<file path="config.mk">
export PLATFORM = sky130hd
export DESIGN_NAME = shift_sequencer_flat
export DESIGN_NICKNAME = d
export VERILOG_FILES = /design/src/rtl/shift_pkg.sv /design/src/rtl/shift_sequencer_if.sv /design/src/rtl/shift_step_8.sv /design/src/rtl/shift_sequencer.sv /design/src/flat_wrapper.sv
export SDC_FILE = /design/constraint.sdc
export NUM_CORES = 1
export LEC_CHECK = 0
export ABC_AREA = 1
export CAP_MARGIN = 20
export CORE_AREA = 2 2 47 60
export DETAILED_ROUTE_END_ITERATION = 8
export DIE_AREA = 0 0 49 62
export GPL_ROUTABILITY_DRIVEN = 0
export PLACE_DENSITY = 0.8
export REMOVE_ABC_BUFFERS = 1
export SYNTH_ARGS = -nofsm -noshare
export SYNTH_HDL_FRONTEND = slang
export SYNTH_SLANG_ARGS = --single-unit
</file>
<file path="constraint.sdc">
create_clock -name clk -period 1.6 [get_ports clk]
set_input_delay 0.32 -clock clk [delete_from_list [all_inputs] [get_ports clk]]
set_output_delay 0.32 -clock clk [all_outputs]
set_load 0.01 [all_outputs]
</file>
<file path="src/rtl/shift_pkg.sv">
// Shared definitions for the shift sequencer: operand/count widths,
// shift mode and direction codes, and the sequencer FSM state encoding.
package shift_pkg;

    localparam int WIDTH_C = 8;
    localparam int AMT_W_C = 3;

    // Shift mode codes; the reserved code behaves as a logical shift.
    typedef enum logic [1:0] {
        MODE_LOGICAL = 2'b00,
        MODE_ARITH   = 2'b01,
        MODE_ROTATE  = 2'b10,
        MODE_RSVD    = 2'b11
    } mode_e;

    // Shift direction codes.
    typedef enum logic {
        DIR_LEFT  = 1'b0,
        DIR_RIGHT = 1'b1
    } dir_e;

    // Sequencer FSM states.
    typedef enum logic [1:0] {
        ST_IDLE  = 2'b00,
        ST_SHIFT = 2'b01,
        ST_DONE  = 2'b10
    } state_e;

endpackage

</file>
<file path="src/rtl/shift_sequencer_if.sv">
// Request/result handshake bundle for the shift sequencer.
// The master issues requests and consumes results; the slave is the sequencer.
interface shift_sequencer_if;
    import shift_pkg::*;

    logic                 in_valid;
    logic                 in_ready;
    logic [WIDTH_C-1:0]   in_data;
    logic [AMT_W_C-1:0]   in_amount;
    logic                 in_dir;
    logic [1:0]           in_mode;
    logic                 out_valid;
    logic                 out_ready;
    logic [WIDTH_C-1:0]   out_data;
    logic                 out_carry;
    logic                 busy;

    modport master (
        output in_valid, in_data, in_amount, in_dir, in_mode, out_ready,
        input  in_ready, out_valid, out_data, out_carry, busy
    );

    modport slave (
        input  in_valid, in_data, in_amount, in_dir, in_mode, out_ready,
        output in_ready, out_valid, out_data, out_carry, busy
    );

endinterface

</file>
<file path="src/rtl/shift_step_8.sv">
// Single 1-bit shift step on an 8-bit operand. Pure combinational:
// produces the next operand value and the bit that falls off the end.
module shift_step_8
    import shift_pkg::*;
(
    input  logic [7:0] i_data,
    input  dir_e       i_dir,
    input  mode_e      i_mode,
    output logic [7:0] o_data,
    output logic       o_bit
);

    logic w_fill;

    // Select the fill bit for the vacated position and form the shifted value.
    always_comb begin
        w_fill = 1'b0;
        o_data = i_data;
        o_bit  = 1'b0;
        if (i_dir == DIR_LEFT) begin
            // Arithmetic left is identical to logical left (zero fill).
            case (i_mode)
                MODE_ROTATE: w_fill = i_data[7];
                default:     w_fill = 1'b0;
            endcase
            o_data = {i_data[6:0], w_fill};
            o_bit  = i_data[7];
        end else begin
            case (i_mode)
                MODE_ARITH:  w_fill = i_data[7];
                MODE_ROTATE: w_fill = i_data[0];
                default:     w_fill = 1'b0;
            endcase
            o_data = {w_fill, i_data[7:1]};
            o_bit  = i_data[0];
        end
    end

endmodule

</file>
<file path="src/rtl/shift_sequencer.sv">
// Multi-cycle shifter: accepts one request, performs N single-bit steps
// (one per clock), then presents the result until it is consumed.
module shift_sequencer
    import shift_pkg::*;
#(
    parameter int WIDTH = 8,
    parameter int AMT_W = 3
) (
    input  logic             clk,
    input  logic             rst_n,
    shift_sequencer_if.slave bus
);

    localparam logic [AMT_W-1:0] CNT_ZERO = {AMT_W{1'b0}};
    localparam logic [AMT_W-1:0] CNT_ONE  = {{(AMT_W-1){1'b0}}, 1'b1};

    state_e             r_state;
    logic [WIDTH-1:0]   r_data;
    logic               r_carry;
    dir_e               r_dir;
    mode_e              r_mode;
    logic [AMT_W-1:0]   r_count;
    logic               r_idle;
    logic               r_out_valid;
    logic               r_busy;

    logic [WIDTH-1:0]   w_step_data;
    logic               w_step_bit;
    logic               w_accept;

    // in_ready is gated by rst_n so it drops the instant reset is asserted.
    assign bus.in_ready  = r_idle & rst_n;
    assign w_accept      = bus.in_valid & bus.in_ready;
    assign bus.out_valid = r_out_valid;
    assign bus.busy      = r_busy;
    assign bus.out_data  = r_data;
    assign bus.out_carry = r_carry;

    shift_step_8 u_step (
        .i_data (r_data),
        .i_dir  (r_dir),
        .i_mode (r_mode),
        .o_data (w_step_data),
        .o_bit  (w_step_bit)
    );

    // Sequencer FSM: accept, step once per clock, hold result until consumed.
    always_ff @(posedge clk or negedge rst_n) begin
        if (!rst_n) begin
            r_state     <= ST_IDLE;
            r_data      <= {WIDTH{1'b0}};
            r_carry     <= 1'b0;
            r_dir       <= DIR_LEFT;
            r_mode      <= MODE_LOGICAL;
            r_count     <= CNT_ZERO;
            r_idle      <= 1'b1;
            r_out_valid <= 1'b0;
            r_busy      <= 1'b0;
        end else begin
            case (r_state)
                ST_IDLE: begin
                    // Request fields are sampled only on the accept edge.
                    if (w_accept) begin
                        r_data  <= bus.in_data;
                        r_dir   <= dir_e'(bus.in_dir);
                        r_mode  <= mode_e'(bus.in_mode);
                        r_count <= bus.in_amount;
                        r_carry <= 1'b0;
                        r_idle  <= 1'b0;
                        r_busy  <= 1'b1;
                        if (bus.in_amount == CNT_ZERO) begin
                            r_state     <= ST_DONE;
                            r_out_valid <= 1'b1;
                        end else begin
                            r_state <= ST_SHIFT;
                        end
                    end
                end
                ST_SHIFT: begin
                    r_data  <= w_step_data;
                    r_carry <= w_step_bit;
                    r_count <= r_count - CNT_ONE;
                    // The last step lands the result and raises out_valid together.
                    if (r_count == CNT_ONE) begin
                        r_state     <= ST_DONE;
                        r_out_valid <= 1'b1;
                    end
                end
                ST_DONE: begin
                    // Result registers are untouched here, so they stay stable
                    // through the hold and remain visible afterwards in IDLE.
                    if (bus.out_ready) begin
                        r_state     <= ST_IDLE;
                        r_out_valid <= 1'b0;
                        r_busy      <= 1'b0;
                        r_idle      <= 1'b1;
                    end
                end
                default: begin
                    r_state     <= ST_IDLE;
                    r_count     <= CNT_ZERO;
                    r_idle      <= 1'b1;
                    r_out_valid <= 1'b0;
                    r_busy      <= 1'b0;
                end
            endcase
        end
    end

endmodule

</file>
<file path="src/flat_wrapper.sv">
// flat-port wrapper written by rule: the top's interface ports become plain ports
module shift_sequencer_flat import shift_pkg::*;
#(
    parameter int WIDTH = 8,
    parameter int AMT_W = 3
)
  (clk, rst_n, bus_in_valid, bus_in_data, bus_in_amount, bus_in_dir, bus_in_mode, bus_out_ready, bus_in_ready, bus_out_valid, bus_out_data, bus_out_carry, bus_busy);
  shift_sequencer_if bus_i ();
  input  logic clk;
  input  logic rst_n;
  input wire logic [$bits(bus_i.in_valid)-1:0] bus_in_valid;
  input wire logic [$bits(bus_i.in_data)-1:0] bus_in_data;
  input wire logic [$bits(bus_i.in_amount)-1:0] bus_in_amount;
  input wire logic [$bits(bus_i.in_dir)-1:0] bus_in_dir;
  input wire logic [$bits(bus_i.in_mode)-1:0] bus_in_mode;
  input wire logic [$bits(bus_i.out_ready)-1:0] bus_out_ready;
  output wire logic [$bits(bus_i.in_ready)-1:0] bus_in_ready;
  output wire logic [$bits(bus_i.out_valid)-1:0] bus_out_valid;
  output wire logic [$bits(bus_i.out_data)-1:0] bus_out_data;
  output wire logic [$bits(bus_i.out_carry)-1:0] bus_out_carry;
  output wire logic [$bits(bus_i.busy)-1:0] bus_busy;
  assign bus_i.in_valid = bus_in_valid;
  assign bus_i.in_data = bus_in_data;
  assign bus_i.in_amount = bus_in_amount;
  assign bus_i.in_dir = bus_in_dir;
  assign bus_i.in_mode = bus_in_mode;
  assign bus_i.out_ready = bus_out_ready;
  assign bus_in_ready = bus_i.in_ready;
  assign bus_out_valid = bus_i.out_valid;
  assign bus_out_data = bus_i.out_data;
  assign bus_out_carry = bus_i.out_carry;
  assign bus_busy = bus_i.busy;
  shift_sequencer #(.WIDTH(WIDTH), .AMT_W(AMT_W)) u_core (.clk(clk), .rst_n(rst_n), .bus(bus_i));
endmodule
</file>
Yosys cells after proc, flatten, opt, wreduce, memory -nomap -nowiden
Cells that the tools add are included.
- add/sub/neg operators: 1
- equal/unequal tests: 10
- muxes and demuxes: 24
- bitwise logic cells: 4
- reductions and logical operators: 10
- operator list (operator ; number):
    $mux W8 ; 2
    $pmux W8 S2 ; 1
    $mux W1 ; 9
    $pmux W1 S3 ; 3
    $pmux W3 S3 ; 1
    $reduce_and A3 Y1 ; 3
    $mux W2 ; 4
    $ne A2 B1 Y1 const B ; 3
    $pmux W2 S3 ; 1
    $reduce_and A2 Y1 ; 3
    $eq A2 B1 Y1 const B ; 2
    $eq A2 B2 Y1 const B ; 2
    $pmux W1 S2 ; 2
    $reduce_and A4 Y1 ; 1
    $eq A3 B1 Y1 const B ; 1
    $logic_not A3 Y1 ; 1
    $mux W3 ; 1
    $ne A3 B3 Y1 const B ; 1
    $sub A3 B1 Y3 const B ; 1
    $and A1 B1 Y1 ; 2
    $logic_not A2 Y1 ; 1
    $ne A2 B2 Y1 const B ; 1
    $not A1 Y1 ; 2
    $reduce_bool A2 Y1 ; 1
- register bits after elaboration: 20
- bits of input ports: 18
- output and inout port bits: 12
- logic and storage cells: 59

Depth between registers and ports, before layout
- depth in word-level cells: 4
- mapped depth: 7
- gate-level depth less buffers: 7

By module
From an unflattened synthesis, not the netlist that was laid out.
- cells, all modules: 176
- area, all modules: 1280.0 um^2
- by module, submodules not included (module ; times used ; cells an instance ; area each (um^2) ; seq. area each (um^2)):
    shift_sequencer ; 1 ; 142 ; 1111.1 ; 501.7
    shift_step_8 ; 1 ; 34 ; 168.9 ; 0.0

Worst setup path after synthesis
Ideal clock, no wire load.
- kind: register to register
- start point: reg u_core.r_idle
- end point: reg u_core.r_data[7], in the netlist u_core.bus.out_data[7]
- library setup time: 0.120 ns
- arrival: 1.086 ns
- required time: 1.480 ns
- setup slack: 0.394 ns
- stages on the path, launching flop included: 7
- buffers on the path: 1
- clock period less this slack: 1.206 ns
- cells stage by stage: dfstp_2 -> nand3_1 -> nand2_1 -> nand2_1 -> buf_4 -> o21ai_0 -> nand2_1
- longest elaborated chain between the ends: 4
- RTL lines (what ; line ; RTL):
    start, declared ; shift_sequencer.sv:23 ; logic r_idle;
    start signal, assigned ; shift_sequencer.sv:56 ; r_idle <= 1'b1;
    start signal, assigned ; shift_sequencer.sv:69 ; r_idle <= 1'b0;
    start signal, assigned ; shift_sequencer.sv:96 ; r_idle <= 1'b1;
    $and A1 B1 Y1 ; shift_sequencer.sv:32 ; assign bus.in_ready = r_idle & rst_n;
    $and A1 B1 Y1 ; shift_sequencer.sv:33 ; assign w_accept = bus.in_valid & bus.in_ready;
    $ne A2 B1 Y1 (no line) ; -- ;
    $reduce_and A3 Y1 (no line) ; -- ;
    end signal, assigned ; shift_sequencer.sv:51 ; r_data <= {WIDTH{1'b0}};
    end signal, assigned ; shift_sequencer.sv:64 ; r_data <= bus.in_data;
    end signal, assigned ; shift_sequencer.sv:80 ; r_data <= w_step_data;
    end, declared ; shift_sequencer.sv:18 ; logic [WIDTH-1:0] r_data;
No other way between the ends.
A chain may end at the register's enable or synchronous reset.

Worst setup path in the final report
- start point: reg u_core.r_data[6], in the netlist u_core.bus.out_data[6]
- end point: out bus_out_data[6]
- RTL lines (what ; line ; RTL):
    end, declared ; flat_wrapper.sv:19 ; output wire logic [$bits(bus_i.out_data)-1:0] bus_out_data;
No word-level cell between the ends.

==> PnR_summary.wiki <==
{| class="wikitable"
! Metric !! Value
|-
| Worst setup slack before clock tree synthesis || -0.199 ns
|-
| Fraction of post-synthesis cell area in the top cell type by area || 0.422
|-
| Cells after DPL || 227
|-
| Initial core utilization || 0.442
|-
| Worst-path cell chain || clkdlybuf4s50_1
|-
| TritonCTS clock tree || built
|-
| Area growth from synthesis to layout || 40.5%
|-
| CTS sink count || 20
|-
| Total clock buffers created by CTS || 3
|-
| Pwr Density || 1870 mW/mm2
|-
| Floorplan die area || 0.00304 mm2
|-
| Leakage power of the design || 0.840 nW
|-
| Global-route wire length before repair || 4130 um
|-
| Met1 Routed Length || 1080 um
|-
| CTS HTree Levels || 1
|-
| Placed wire-length estimate || 2010 um
|-
| Peak supply drop || 0.00132 V
|-
| Number of global-route vias before repair || 1016
|-
| FMAX || 646 MHz
|-
| Worst hold path type || in -> async
|-
| Number of cell instances on the worst register-to-register path || 6
|-
| Buffers on Ports || 29
|-
| Cells taking the most area after synthesis || sky130_fd_sc_hd__dfrtp_1 42%, sky130_fd_sc_hd__nand2_1 22%, sky130_fd_sc_hd__inv_1 6.3%, sky130_fd_sc_hd__o21ai_0 4.9%, sky130_fd_sc_hd__nor2_1 3.7%
|-
| Worst Max-Slew Pin Slew || 0.493 ns
|-
| Critical path endpoint category || output port
|-
| Crit-path leading delay family || buffers and inverters
|-
| GR Overflow Total || 0
|-
| Setup tns final || 0 ns
|-
| Warning count from the yosys run || 0
|-
| Antenna violations before repair || 0
|-
| Per-cell routed wire length || 11.0 um
|-
| Minimum clock period || 1.55 ns
|-
| Buf/Inv on CP || 1
|-
| Number of distinct library cells after synthesis || 21
|-
| Detailed-route DRC error count || 0
|-
| Horizontal extent of the die || 49 um
|-
| Number of cells on the critical path || 1
|-
| Final number of setup-violating endpoints || 0
|-
| 1st-iter DRT viols || 22
|-
| Count of maximum capacitance violations || 0
|-
| Startpoint class of the critical path || flip-flop
|-
| Site Rows || 21
|-
| Clock transition at the registers of the reported paths || 0.11 ns
|-
| Synthesized area per cell || 7.09 um2
|-
| Final Power || 2.96 mW
|-
| Delay of the slowest cell on the worst path || 0.55 ns
|-
| Data required time at the worst endpoint || 1.28 ns
|-
| Vias after detailed routing || 1159
|-
| Top Metal Used || met4
|-
| Mean number of vias per cell || 4.89
|-
| Fin crit share || 0.968
|-
| Aggregate global-route resource usage || 0.174
|-
| Flip-flop and latch count after synthesis || 20
|-
| Met2 WL || 1390 um
|-
| Number of iterations in the first detailed-routing pass || 4
|-
| Post-layout nets || 224
|-
| Sequential share of the synthesized area || 0.445
|-
| Final non-filler cell total || 237
|-
| Hold slack || 0.350 ns
|-
| DRT Wirelength || 2600 um
|-
| I/O pin count || 30
|-
| Fill cell count || 244
|-
| CTS root buf || sky130_fd_sc_hd__clkbuf_4
|-
| Run status || complete, no violations
|-
| Largest net degree at the start of global routing || 16
|-
| Floorplan core area || 0.00255 mm2
|-
| Total count of hold-check failures in the final report || 0
|-
| Slew Viols, Final || 0
|-
| Clock Skew || 0.00117 ns
|-
| Slowest-stage cell, CP || sky130_fd_sc_hd__clkdlybuf4s50_1
|-
| Critical path class || reg -> out
|-
| Number of instances in the synthesized netlist || 159
|-
| Worst-case setup margin in the final layout || 0.0513 ns
|-
| Diode insertion count for antenna repair || 0
|-
| Worst setup slack for register-to-register paths || 0.24 ns
|-
| Remaining number of nets flagged by the antenna check after routing || 0
|-
| Die height || 62 um
|-
| Ratio of cells with drive above 1 in the final layout || 0.113
|-
| Leading register cell type out of synthesis || sky130_fd_sc_hd__dfrtp_1
|-
| Insertion delay of the later-clocked pin in the worst-skew pair || 0.29 ns
|-
| Data arrival time of the critical path || 1.23 ns
|-
| Post-CTS Hold Buffers || 0
|-
| CTS Buffer Depth || 2
|-
| Most area-hungry cell type in the Yosys netlist || sky130_fd_sc_hd__dfrtp_1
|-
| Asr flop ratio synth || 1.00
|-
| Met3 Routed Length || 102 um
|-
| Syn Std Cell Area || 0.00113 mm2
|-
| Max-Slew Margin vs Limit || 0.668
|-
| Maximum fanout count along the critical path || 3
|-
| EDFF count, synth || 0
|}
[power by group]
part / total [mW] / internal, mW / leakage [nW] / switching, mW
logic: 1.72 / 0.801 / 0.575 / 0.914
registers: 0.965 / 0.752 / 0.244 / 0.213
clock network: 0.284 / 0.138 / 0.0210 / 0.145
[cell usage after synthesis (2+ instances only)]
| cell type | count |
|---|---|
| sky130_fd_sc_hd__nand3_1 | 6 |
| sky130_fd_sc_hd__o21ai_0 | 11 |
| sky130_fd_sc_hd__nand2_1 | 67 |
| sky130_fd_sc_hd__buf_4 | 2 |
| sky130_fd_sc_hd__dfrtp_1 | 19 |
| sky130_fd_sc_hd__inv_1 | 19 |
| sky130_fd_sc_hd__a21oi_1 | 6 |
| sky130_fd_sc_hd__nand4_1 | 2 |
| sky130_fd_sc_hd__nor2_1 | 11 |
| sky130_fd_sc_hd__o211ai_1 | 4 |
| sky130_fd_sc_hd__ha_1 | 2 |
[registers in the layout (all words and copies together), names as in the netlist]
name,count
u_core.bus.out_carry,1
u_core.r_dir,1
u_core.r_mode,2
u_core.bus.out_data,8
u_core.r_state,2
u_core.bus.busy,1
u_core.r_count,3
u_core.bus.out_valid,1
u_core.r_idle,1
[cell families (layout without fill, tap and decap cells)]
group / Yosys count / after routing / synth area share
fa+ha+maj: 2 / 2 / 0.0222
buf+inv: 22 / 66 / 0.0810
compound gates: 23 / 23 / 0.113
flops: 20 / 20 / 0.445
xor+xnor: 1 / 1 / 0.00777
simple gates: 91 / 91 / 0.331
[path summary, 6_finish.rpt]
kind / to / from
max: bus_out_data[6] / u_core.bus.out_data[6]
min: u_core.r_state[1] / rst_n
max reg2reg: u_core.bus.out_data[0] / u_core.r_state[1]
min reg2reg: u_core.bus.out_carry / u_core.bus.out_carry
max in group asynchronous: u_core.bus.out_data[5] / rst_n
min in group clk: u_core.bus.out_carry / u_core.bus.out_carry
[cell usage in the layout (no fill, tap or decap), types with 3 or more instances in the layout]
master / n
sky130_fd_sc_hd__nand2_1: 67
sky130_fd_sc_hd__clkdlybuf4s50_1: 27
sky130_fd_sc_hd__inv_1: 19
sky130_fd_sc_hd__dfrtp_1: 19
sky130_fd_sc_hd__buf_4: 14
sky130_fd_sc_hd__o21ai_0: 11
sky130_fd_sc_hd__nor2_1: 11
sky130_fd_sc_hd__nand3_1: 6
sky130_fd_sc_hd__a21oi_1: 6
sky130_fd_sc_hd__o211ai_1: 4
sky130_fd_sc_hd__clkbuf_4: 3
[metrics by stage]
| step | cell area [um2] | utilization |
|---|---|---|
| global route | 1580 | 0.622 |
| finish | 1580 | 0.622 |
| floorplan | 1110 | - |
| global placement | 1500 | 0.589 |
| CTS | 1550 | 0.608 |
| detailed placement | 1500 | 0.589 |
[metal layers]
layer | GRT usage | vias to the layer above
met5 | 0 | -
met4 | 0.0694 | 0
met3 | 0.0215 | 4
met2 | 0.317 | 27
met1 | 0.214 | 543
li1 | - | 585
[final cells by class]
class                      instances  area [um2]  share of cell area
inverter                          19        71.3              0.0450
sequential                        20         502               0.317
tap                               34        42.5              0.0269
clock buffer                       4        36.3              0.0229
timing repair buffer              43         398               0.251
multi-input combinational        117         534               0.337
[timing repair]
item / in CTS / in global routing
hold endpoints to repair: 0 / 0
endpoints found under the setup margin: 3 / 4
gates resized for setup: 1 / 2
setup buffers: 2 / 4
(Power assumes the default switching activity.)
